### src/rtl/pi_controller_sat.sv
// Two-stage pipelined PI controller with a saturating integrator and a clamped output.
// Define PI_CONTROLLER_SAT_ANTIWINDUP_EN to bound the integrator to the output range scaled by FRAC.
module pi_controller_sat #(
    parameter int W    = 32,
    parameter int KP   = 1,
    parameter int KI   = 1000,
    parameter int FRAC = 0,
    parameter logic signed [W-1:0] OUT_MAX = {1'b0, {(W-1){1'b1}}},
    parameter logic signed [W-1:0] OUT_MIN = {1'b1, {(W-1){1'b0}}}
) (
    input  logic                clk,
    input  logic                rst,
    input  logic                in_valid,
    input  logic signed [W-1:0] error,
    input  logic                clr,
    output logic signed [W-1:0] out,
    output logic                out_valid,
    output logic                sat
);

    localparam int PW = 2 * W;

    localparam logic signed [PW-1:0] KP_EXT = PW'(KP);
    localparam logic signed [PW-1:0] KI_EXT = PW'(KI);
    localparam logic signed [PW:0]   O_HI   = (PW+1)'(OUT_MAX);
    localparam logic signed [PW:0]   O_LO   = (PW+1)'(OUT_MIN);

`ifdef PI_CONTROLLER_SAT_ANTIWINDUP_EN
    // Integrator never exceeds what the output clamp could express after scaling.
    localparam logic signed [PW:0] I_HI = O_HI <<< FRAC;
    localparam logic signed [PW:0] I_LO = O_LO <<< FRAC;
`else
    localparam logic signed [PW:0] I_HI = {2'b00, {(PW-1){1'b1}}};
    localparam logic signed [PW:0] I_LO = {2'b11, {(PW-1){1'b0}}};
`endif

    logic signed [PW-1:0] p_reg;
    logic signed [PW-1:0] i_reg;
    logic                 v1;

    logic signed [PW-1:0] err_ext;
    logic signed [PW-1:0] p_next;
    logic signed [PW-1:0] ki_prod;
    logic signed [PW:0]   i_sum;
    logic signed [PW:0]   i_sat;
    logic signed [PW:0]   s_sum;
    logic signed [PW:0]   s_shift;
    logic signed [W-1:0]  o_next;
    logic                 o_sat;
    logic                 unused_bits;

    // Sums carry one guard bit so overflow is detected before clamping instead of wrapping.
    always_comb begin
        err_ext = {{W{error[W-1]}}, error};
        p_next  = err_ext * KP_EXT;
        ki_prod = err_ext * KI_EXT;
        i_sum   = {i_reg[PW-1], i_reg} + {ki_prod[PW-1], ki_prod};
        if (i_sum > I_HI) begin
            i_sat = I_HI;
        end else if (i_sum < I_LO) begin
            i_sat = I_LO;
        end else begin
            i_sat = i_sum;
        end

        s_sum   = {p_reg[PW-1], p_reg} + {i_reg[PW-1], i_reg};
        s_shift = s_sum >>> FRAC;
        o_next  = s_shift[W-1:0];
        o_sat   = 1'b0;
        if (s_shift > O_HI) begin
            o_next = OUT_MAX;
            o_sat  = 1'b1;
        end else if (s_shift < O_LO) begin
            o_next = OUT_MIN;
            o_sat  = 1'b1;
        end
    end

    assign unused_bits = ^{i_sat[PW], s_shift[PW:W]};

    always_ff @(posedge clk) begin
        if (rst) begin
            p_reg     <= '0;
            i_reg     <= '0;
            v1        <= 1'b0;
            out       <= '0;
            out_valid <= 1'b0;
            sat       <= 1'b0;
        end else begin
            if (clr) begin
                i_reg <= '0;
            end else if (in_valid) begin
                i_reg <= i_sat[PW-1:0];
            end
            if (in_valid) begin
                p_reg <= p_next;
            end
            v1        <= in_valid;
            out_valid <= v1;
            // Output and flag hold between samples so downstream sees the last command.
            if (v1) begin
                out <= o_next;
                sat <= o_sat;
            end
        end
    end

endmodule

### config.mk
export PLATFORM = sky130hd
export DESIGN_NAME = pi_controller_sat
export DESIGN_NICKNAME = d
export VERILOG_FILES = /design/src/rtl/pi_controller_sat.sv
export SDC_FILE = /design/constraint.sdc
export NUM_CORES = 1
export LEC_CHECK = 0
export CORE_MARGIN = 4
export CORE_UTILIZATION = 61
export DETAILED_ROUTE_END_ITERATION = 8
export PLACE_DENSITY = 0.8
export SYNTH_ARGS = -nofsm -noshare
export SYNTH_HDL_FRONTEND = slang
export SYNTH_SLANG_ARGS = --single-unit
### constraint.sdc
create_clock -name clk -period 36.8 [get_ports clk]
set_input_delay 11.04 -clock clk [delete_from_list [all_inputs] [get_ports clk]]
set_output_delay 11.04 -clock clk [all_outputs]
set_load 0.01 [all_outputs]
Word level (Yosys, flattened, before mapping)

Index checks and enable logic that the tools add are counted.

$add $sub $neg: 2
Multiply operators: 1
Order comparisons: 4
Multiplexer cells: 6
Reductions and logical operators: 1

Operator list:

| cell                    | count |
|---|---|
| $mux W64                | 2 |
| $add A32 B64 Y65        | 1 |
| $add A64 B43 Y65        | 1 |
| $gt A65 B32 Y1 const B  | 1 |
| $gt A65 B64 Y1 const B  | 1 |
| $lt A65 B32 Y1 const B  | 1 |
| $lt A65 B64 Y1 const B  | 1 |
| $mux W32                | 2 |
| $mul A32 B8 Y40 const B | 1 |
| $mux W1                 | 2 |
| $reduce_or A2 Y1        | 1 |

Bits in registers: 131
Input port bits: 36
Output and inout port bits: 34
Logic and storage cells: 20

Depth between registers and ports, before layout

Gate-level depths: netlist (run 1).

Depth after elaboration: 5
Mapped depth: 39
Mapped depth without buffers: 37

Worst setup path before layout (run 1)

Ideal clock, no wire load.

Path kind: input to register
From: input error[9]
To: register i_reg[54]
Library setup time: 0.070 ns
Arrival: 19.865 ns
Data required time: 36.730 ns
Slack: 16.865 ns
Stages on the path: 35
Buffers on the path: 2
Path through: inv_1 -> fa_1 -> fa_1 -> inv_1 -> fa_1 -> inv_1 -> fa_1 -> inv_1 -> ha_1 -> a21o_1 -> a21o_1 -> a221o_1 -> a21oi_1 -> nor4_1 -> o31a_1 -> o31ai_1 -> a31oi_1 -> nand2_1 -> a31oi_1 -> a21o_1 -> a21oi_1 -> xor2_1 -> ha_1 -> nand2_1 -> or2_2 -> or4_1 -> a21oi_1 -> o21ai_1 -> a21boi_1 -> o21ai_0 -> a211o_1 -> buf_2 -> buf_2 -> maj3_1 -> a21oi_1

Longest elaborated chain between the ends: 5
Elaborated cells between the ends (all ways): 6
Those cells by class: add/sub: 1; mul: 1; order compare: 2; mux: 2

Ends and longest elaborated chain:

| item                 | line | source |
|---|---|---|
| from (decl)          | 14   | `input logic signed [W-1:0] error,` |
| $mul A32 B8 Y40 (*)  | 56   | `ki_prod = err_ext * KI_EXT;` |
| $add A64 B43 Y65 (*) | 57   | `i_sum = {i_reg[PW-1], i_reg} + {ki_prod[PW-1], ki_prod};` |
| $lt A65 B64 Y1       | 60   | `end else if (i_sum < I_LO) begin` |
| $mux W64             | 60   |  |
| $mux W64 (*)         | 58   | `if (i_sum > I_HI) begin` |
| to (signal assigned) | 93   | `i_reg <= i_sat[PW-1:0];` |
| to (decl)            | 38   | `logic signed [PW-1:0] i_reg;` |

Mark *: on every way between the ends. The rest lies on a longest branch, timed or not.
A chain may end at the register's enable or synchronous reset.

Worst setup path in the final report (run 1)

From: input error[8]
To: register i_reg[59]

Same word-level chain as after synthesis.

==> results of run 1 <==
## metal layers
layer  global-route usage  wire, um  up-vias
li1                     -         -     8301
met1                0.416     23400     8061
met2                0.475     22000      458
met3               0.0482      2810       69
met4               0.0648       892        2
met5                    0        13        -
## layout make-up
class                           count  area (sq um)  share of cell area
Multi-Input combinational cell   1785         14700               0.715
Sequential cell                   129          2580               0.126
Inverter                          371          1390              0.0679
Timing Repair Buffer               79           758              0.0370
Tap cell                          396           495              0.0242
Clock buffer                       17           425              0.0207
Clock inverter                     15           195             0.00952
## cell usage after synthesis (all sizes together), types with 63 or more instances
master,n,area [sq um]
a21o,91,683
a21oi,221,1130
clkbuf,63,236
dfxtp,129,2580
fa,125,2500
ha,243,3040
inv,371,1390
nand2,97,364
nor2,161,604
o21ai,145,729
xnor2,86,753
xor2,66,578
## per-stage QoR
step                      cell area [sq um]  worst slack [ns]  hold WS, ns  power (W)
after floorplan                       18900             16.86        0.467    0.00143
after global placement                19900             15.76        0.483    0.00172
after detailed placement              19900             15.48        0.488    0.00176
after CTS                             20500             15.91        0.497    0.00196
after global routing                  20500             15.19        0.528    0.00217
final                                 20500             15.91        0.496    0.00198
## placed cells by master (no fill, tap or decap), types with 6 or more instances in the layout
cell type	instances
or3_1	34
buf_4	11
a211o_1	6
clkbuf_16	17
mux2i_1	35
dfxtp_1	129
nor2_1	160
o21bai_1	20
fa_1	125
o211ai_1	17
o21ai_0	140
xnor2_1	86
inv_1	371
o31ai_1	14
a211oi_1	20
o31a_1	6
o21a_1	17
nor3_1	33
clkdlybuf4s50_1	67
a31oi_1	21
ha_1	243
nand2b_1	22
o32ai_1	32
nand2_1	97
xor2_1	65
a21oi_1	218
a221o_1	6
and2_1	10
maj3_1	54
a21boi_0	9
nor2b_1	20
nand4_1	24
nor4_1	9
a21o_1	91
and3_1	14
nand3_1	35
o22ai_1	7
## worst max-delay path: cells and delay by family
kind	cells	cell delay, ns
AOI/OAI and AO/OA	17	4.90
adders and majority gates	6	2.84
and+or+nand+nor	6	1.22
buffers and inverters	6	1.11
xor gates and xnor gates	1	0.09
## how the worst max path moves through the flow
stage | startpoint | endpoint | slack, ns
2_1_floorplan | error[9] | i_reg[54] | 16.86
3_3_place_gp | error[8] | i_reg[59] | 15.76
3_5_place_dp | error[8] | i_reg[59] | 15.48
4_1_cts | error[8] | i_reg[59] | 15.91
5_1_grt | error[6] | i_reg[59] | 15.19
6_report | error[8] | i_reg[59] | 15.91
## power by group through the flow
stage               Clock, W  Combinational, W  Sequential, W
floorplan                  0           0.00125       0.000182
global placement           0           0.00154       0.000189
detailed placement         0           0.00157       0.000189
CTS                 0.000188           0.00158       0.000186
global route        0.000194           0.00179       0.000189
finish              0.000188           0.00160       0.000186
## cells by family after synthesis
kind of cell               share of synthesized area
adders and majority gates                      0.321
xor gates and xnor gates                      0.0703
buffers and inverters                         0.0921
AOI/OAI and AO/OA                              0.237
DFF                                            0.136
and+or+nand+nor                                0.124
muxes                                         0.0191
==> run metrics, run 1 <==
status complete, no violations; Clock Tree Buf Depth 2; Post-synth EDFFs 0; RR Startpoint i_reg[1]; Hold Vio Cnt, Final 0; final WL 49,100 um; Mapped Nets between 2,000 and 3,000; Synth async-reset ratio 0; power share of the sequential group 0.094; Starting Density 0.619; Fill cells around 2,600; Final Util 0.670; Fmax achieved about 0.048 GHz; Vias approximately 17,000; Synth Cell Area approximately 19,000 sq um; Hold EP sat; initial antenna violation count 1; worst hold path depth 2; Crit path required time roughly 37 ns; CTS buffer count 17; Psw 0.00104 W; CP arrival 21.20 ns; largest net degree at the start of global routing approximately 100; I/O pin cnt 70; die width between 150 and 200 um; pwr dens about 96 nW/um^2; Net Sw Frac 0.526; post-route insts no fill 2,792; Yosys cell types 84; slowest CP cell a211o_2; max-capacitance violation count 0; # DRC 0; GP Congestion slightly above 0.9; Final Cycle Share 0.568; first-pass GRT wire length slightly above 80,000 um; Pins Over Slew Limit 0; register area share after synthesis 0.136; startpoint types input port; clock share of power 0.095; DRT Pass-1 Iters 7; dpl cells about 2,800; worst reg2reg path depth 15; root buf cell clkbuf_16; clock-pin slew on the worst setup and hold paths 0.06 ns; post-route ant nets 0; ys flop type dfxtp_1; hold_sp sat; Max-slew headroom 0.214; diodes inserted 0; die area between 30,000 and 40,000 sq um; combinational power share 0.811; drt first-iter violations roughly 1,300; Int Pwr ~0.00094 W; max FFs per register between 60 and 70; VDD IR-drop max 0.0721 mV; routed vias/inst between 6 and 7; Worst setup EP type flop; Gate Count Post-Synth 2,368; worst clock skew ~0.015 ns; # nets final between 2,000 and 3,000; Worst-Margin Slew between 1 and 1.5 ns; fin crit period roughly 21 ns; CTS resizes 0; synth-to-layout area growth 8.26%; DR WL/cell around 18 um; r2r endpoint out[25]; syn avg cell area ~8 sq um; Sink Count 129; critical path class input port to flop; R2R setup slack 31.69 ns; setup violators final 0; layout cell share with drive strength beyond 1 0.0309; total number of H-tree levels 4; Core Footprint ~30,000 sq um; CTS tree yes; setup TNS 0 ns; Total GRT Usage 0.294; # rows 64; CP max stage delay 0.87 ns; RSZ-0062 raised after global routing no; Hold Buf Count CTS 0; vias in the first global route about 16,000; Die H approximately 180 um; Critical Path Fanout Max a little under 60; HPWL after DPL around 40,000 um; Worst Hold Class flop to flop; post-CTS setup buffers 0; FF+latch count, synth roughly 130; Buffers on Ports 69; Leakage 9.92 nW; Clk Latency, worst-skew pair 0.43 ns; Synthesis Warnings 0; grt total ovfl 0
No activity file was read; power rests on OpenSTA's default activity.
==> inputs of run 2 (changes only) <==
Settings changed: CORE_UTILIZATION 61 to 58, PLACE_DENSITY 0.8 to 0.79.
Clock period 36.8 ns to 16.95 ns, I/O delays scaled along.
==> run metrics, run 2 (synthesis results as in run 1) <==
CP max stage delay 0.91 ns (was 0.87 ns); Clock Tree Buf Depth 2 (unchanged); # rows 65 (was 64); I/O pin cnt 70 (unchanged); r2r endpoint out[1] (was out[25]); critical path class input port to flop (unchanged); Worst-Margin Slew 1.30 ns (was 1.18 ns); Fill cells 2,795 (was 2,561); Vias 17,062 (was 16,891); drt first-iter violations 1,325 (was 1,265); Crit path required time 17.27 ns (was 37.11 ns); startpoint types input port (unchanged); CTS tree yes (unchanged); post-route insts no fill 2,828 (was 2,792); Hold EP out[31] (was sat); worst clock skew 0.0153 ns (was 0.0154 ns); max FFs per register 62 (unchanged); routed vias/inst 6.03 (was 6.05); synth-to-layout area growth 8.14% (was 8.26%); Sink Count 129 (unchanged); placed standard-cell area 19,900 sq um (about the same); GP Congestion 0.949 (was 0.913); hold_sp out[31] (was sat); worst reg2reg path depth 16 (was 15); status complete, no violations (unchanged); Core Footprint 31,900 sq um (was 30,600 sq um); Hold Buf Count CTS 0 (unchanged); final WL 50,000 um (was 49,100 um); Worst setup EP type flop (unchanged); CP arrival 15.28 ns (was 21.20 ns); Max-slew headroom 0.136 (was 0.214); Worst Hold Class flop to flop (unchanged); CTS buffer count 17 (unchanged); most frequent cells in the layout inv_1 (371), ha_1 (243), a21oi_1 (218) (unchanged); DRT Pass-1 Iters 5 (was 7); RR Startpoint i_reg[1] (unchanged); clock-pin slew on the worst setup and hold paths 0.07 ns (was 0.06 ns); DR WL/cell 17.7 um (was 17.6 um); post-CTS setup buffers 0 (unchanged); # DRC 0 (unchanged); pwr dens 209 nW/um^2 (was 96.3 nW/um^2); Pins Over Slew Limit 0 (unchanged); die area 35,600 sq um (was 33,900 sq um); RSZ-0062 raised after global routing no (unchanged); Buffers on Ports 69 (unchanged); Clk Latency, worst-skew pair 0.44 ns (was 0.43 ns); Starting Density 0.594 (was 0.619); setup violators final 0 (unchanged); CTS resizes 0 (unchanged); grt total ovfl 0 (unchanged); most common cell after layout, fill and taps aside inv_1 (unchanged); dpl cells 2,797 (was 2,760); Total GRT Usage 0.280 (was 0.294); Critical Path Fanout Max 58 (unchanged); largest net degree at the start of global routing 101 (unchanged); diodes inserted 0 (unchanged); post-route ant nets 0 (unchanged); VDD IR-drop max 0.126 mV (was 0.0721 mV); Hold Vio Cnt, Final 0 (unchanged); Final Cycle Share 0.882; Final Util 0.642 (was 0.670); total number of H-tree levels 4 (unchanged); slowest CP cell a211o_2 (unchanged); setup TNS 0 ns (unchanged); first-pass GRT wire length 82,700 um (was 82,800 um); layout cell share with drive strength beyond 1 0.0297 (was 0.0309); root buf cell clkbuf_16 (unchanged); Die H 189 um (was 184 um); initial antenna violation count 0 (was 1); Fmax achieved ~0.067 GHz; Leakage 9.87 nW (was 9.92 nW); # nets final 2,785 (was 2,787); worst hold path depth 2 (unchanged); die width 189 um (was 184 um); fin crit period around 15 ns; HPWL after DPL 40,400 um (was 39,600 um); max-capacitance violation count 0 (unchanged); R2R setup slack 11.84 ns (was 31.69 ns); vias in the first global route 16,321 (was 16,455); fin area 20,500 sq um (about the same)
[run 2: cell types whose count changed in the layout (fill, tap and decap cells not counted)]
cell and delta:
bufinv_16 -2, a211oi_1 -1, buf_4 -2, inv_6 -1
clkinvlp_4 +2, clkbuf_1 +1, clkinv_4 -2, a211oi_2 +1
clkinv_2 +1
[run 2: worst max path at each step]
stage	startpoint	end
floorplan	error[9]	i_reg[54]
global route	error[8]	i_reg[51]
finish	error[9]	i_reg[59]
detailed placement	error[8]	i_reg[59]
global placement	error[8]	i_reg[59]
CTS	error[8]	i_reg[59]
[run 2: final cells by class]
cell class | count | area [sq um] | share of cell area
inverters | 371 | 1390 | 0.0680
multi-input cells | 1785 | 14700 | 0.716
well taps | 435 | 544 | 0.0266
flip-flops and latches | 129 | 2580 | 0.126
repair buffers | 77 | 743 | 0.0363
clock inverters | 13 | 129 | 0.00629
clock buffers | 18 | 429 | 0.0210
[run 2: critical path, delay by kind of cell]
| family | cells | cell delay (ns) |
|---|---|---|
| xor+xnor | 1 | 0.09 |
| simple gates | 6 | 1.21 |
| buf+inv | 6 | 1.13 |
| fa+ha+maj | 6 | 2.81 |
| compound gates | 17 | 4.93 |
[run 2: where the power goes]
part | switching [W] | total (W) | internal (W) | leakage (nW)
registers | 0.0000564 | 0.000409 | 0.000353 | 1.06
clock network | 0.000165 | 0.000369 | 0.000204 | 0.267
logic | 0.00206 | 0.00351 | 0.00145 | 8.54
total | 0.00228 | 0.00429 | 0.00200 | 9.87
[run 2: stage by stage]
stage	hold WS (ns)	total power, W	setup slack, ns
finish	0.490	0.00429	1.99
global route	0.518	0.00471	1.39
CTS	0.491	0.00424	2.08
detailed placement	0.482	0.00385	1.66
global placement	0.477	0.00377	1.95
floorplan	0.467	0.00311	2.97
[run 2: metal layers]
metal,wire [um],track usage
met4,868,0.0541
met1,23200,0.404
met2,21500,0.431
met3,4430,0.0676
met5,0,0
==> inputs of run 3 (changes only) <==
Settings changed: ABC_AREA from default to 0, PLACE_DENSITY 0.79 to default, PLACE_DENSITY_LB_ADDON from default to 0.12.
==> run metrics, run 3 (synthesis results as in run 1) <==
post-route ant nets 0 (unchanged); max FFs per register 62 (unchanged); layout cell share with drive strength beyond 1 0.0309 (was 0.0297); Pins Over Slew Limit 0 (unchanged); CP max stage delay 0.75 ns (was 0.91 ns); total number of H-tree levels 4 (unchanged); Leakage 9.89 nW (was 9.87 nW); # rows 65 (unchanged); GP Congestion 0.998 (was 0.949); Critical Path Fanout Max 58 (unchanged); Int Pwr 0.00201 W (was 0.00200 W); diodes inserted 0 (unchanged); DR WL/cell 17.2 um (was 17.7 um); Worst Hold Class flop to flop (unchanged); fin crit period 14.97 ns (was 14.96 ns); HPWL after DPL 39,500 um (was 40,400 um); Buffers on Ports 69 (unchanged); Worst-Margin Slew 1.19 ns (was 1.30 ns); Hold Vio Cnt, Final 0 (unchanged); clock-pin slew on the worst setup and hold paths 0.06 ns (was 0.07 ns); post-CTS setup buffers 0 (unchanged); CTS resizes 0 (unchanged); VDD IR-drop max 0.136 mV (was 0.126 mV); DRT Pass-1 Iters 5 (unchanged); Max-slew headroom 0.209 (was 0.136); die area 35,600 sq um (unchanged); Core Footprint 31,900 sq um (unchanged); max-capacitance violation count 0 (unchanged); first-pass GRT wire length 81,700 um (was 82,700 um); multi-input logic area 14,700 sq um (unchanged); Worst setup EP type flop (unchanged); most frequent cells in the layout inv_1 (371), ha_1 (243), a21oi_1 (218) (unchanged); startpoint types input port (unchanged); I/O pin cnt 70 (unchanged); clock share of power 0.089 (was 0.086); Vias 16,654 (was 17,062); Final Cycle Share 0.883 (was 0.882); worst hold margin 0.485 ns (was 0.490 ns); Psw 0.00225 W (was 0.00228 W); CP arrival 15.32 ns (was 15.28 ns); dpl cells 2,798 (was 2,797); # nets final 2,786 (was 2,785); Fill cells 2,881 (was 2,795); worst clock skew 0.0157 ns (was 0.0153 ns); Net Sw Frac 0.529 (was 0.533); Clock Tree Buf Depth 2 (unchanged); Sink Count 129 (unchanged); # DRC 0 (unchanged); Starting Density 0.594 (unchanged); CTS buffer count 17 (unchanged); slowest CP cell a211o_2 (unchanged); RSZ-0062 raised after global routing no (unchanged); Fmax achieved 0.0668 GHz (was 0.0669 GHz); initial antenna violation count 0 (unchanged); pwr dens 207 nW/um^2 (was 209 nW/um^2); Clk Latency, worst-skew pair 0.44 ns (about the same); power share of the sequential group 0.095 (about the same); setup violators final 0 (unchanged); Total GRT Usage 0.274 (was 0.280); CTS tree yes (unchanged); routed vias/inst 5.88 (was 6.03); Die H 189 um (unchanged); Hold Buf Count CTS 0 (unchanged); root buf cell clkbuf_16 (unchanged); Crit path required time 17.31 ns (was 17.27 ns); grt total ovfl 0 (unchanged); drt first-iter violations 1,172 (was 1,325); largest net degree at the start of global routing 101 (unchanged); most common cell after layout, fill and taps aside inv_1 (unchanged); combinational power share 0.815 (was 0.818); die width 189 um (unchanged); Total Power 0.00426 W (was 0.00429 W); register area 2580 sq um (unchanged); status complete, no violations (unchanged); synth-to-layout area growth 8.32% (was 8.14%); setup TNS 0 ns (unchanged); vias in the first global route 15,882 (was 16,321); post-route insts no fill 2,830 (was 2,828); critical path class input port to flop (unchanged); final WL 48,700 um (was 50,000 um)
run 3: per-layer routing:
metal / part of all wire / vias up / track usage
met5: 0 / - / 0
li1: - / 8269 / -
met2: 0.44 / 409 / 0.433
met4: 0.013 / 0 / 0.0507
met3: 0.058 / 52 / 0.0400
met1: 0.49 / 7924 / 0.403
run 3: worst paths after layout:
| path | startpoint | end | slack, ns | cells after the start |
|---|---|---|---|---|
| worst min-delay path | out[31] | out[31] | 0.48 | 2 |
| worst max-delay path | error[5] | i_reg[15] | 1.98 | 34 |
| worst min register to register | out[31] | out[31] | 0.48 | 2 |
| worst max register to register | p_reg[7] | out[1] | 11.86 | 15 |
run 3: critical path, delay by kind of cell:
kind                       cells  cell delay [ns]
adders and majority gates      7             3.33
and+or+nand+nor                6             1.49
AOI/OAI and AO/OA             16             4.38
buffers and inverters          5             0.97
run 3: layout make-up:
class / count / area share
Tap cell: 435 / 0.0265
Clock inverter: 15 / 0.00781
Inverter: 371 / 0.0679
Timing Repair Buffer: 78 / 0.0366
Clock buffer: 17 / 0.0207
Multi-Input combinational cell: 1785 / 0.715
Sequential cell: 129 / 0.126
run 3: power by group through the flow:
stage	logic (W)	clock network (W)	registers, W
after floorplan	0.00272	0	0.000395
after detailed placement	0.00342	0	0.000411
final	0.00347	0.000380	0.000405
after global routing	0.00388	0.000397	0.000410
after global placement	0.00335	0	0.000410
after CTS	0.00343	0.000384	0.000404
run 3: metrics by stage:
stage / instance area [sq um] / worst slack [ns] / util
after floorplan: 18900 / 2.97 / -
after detailed placement: 19900 / 1.64 / 0.625
after global placement: 19900 / 1.76 / 0.625
final: 20500 / 1.98 / 0.644
after global routing: 20500 / 1.33 / 0.644
after CTS: 20500 / 2.07 / 0.644
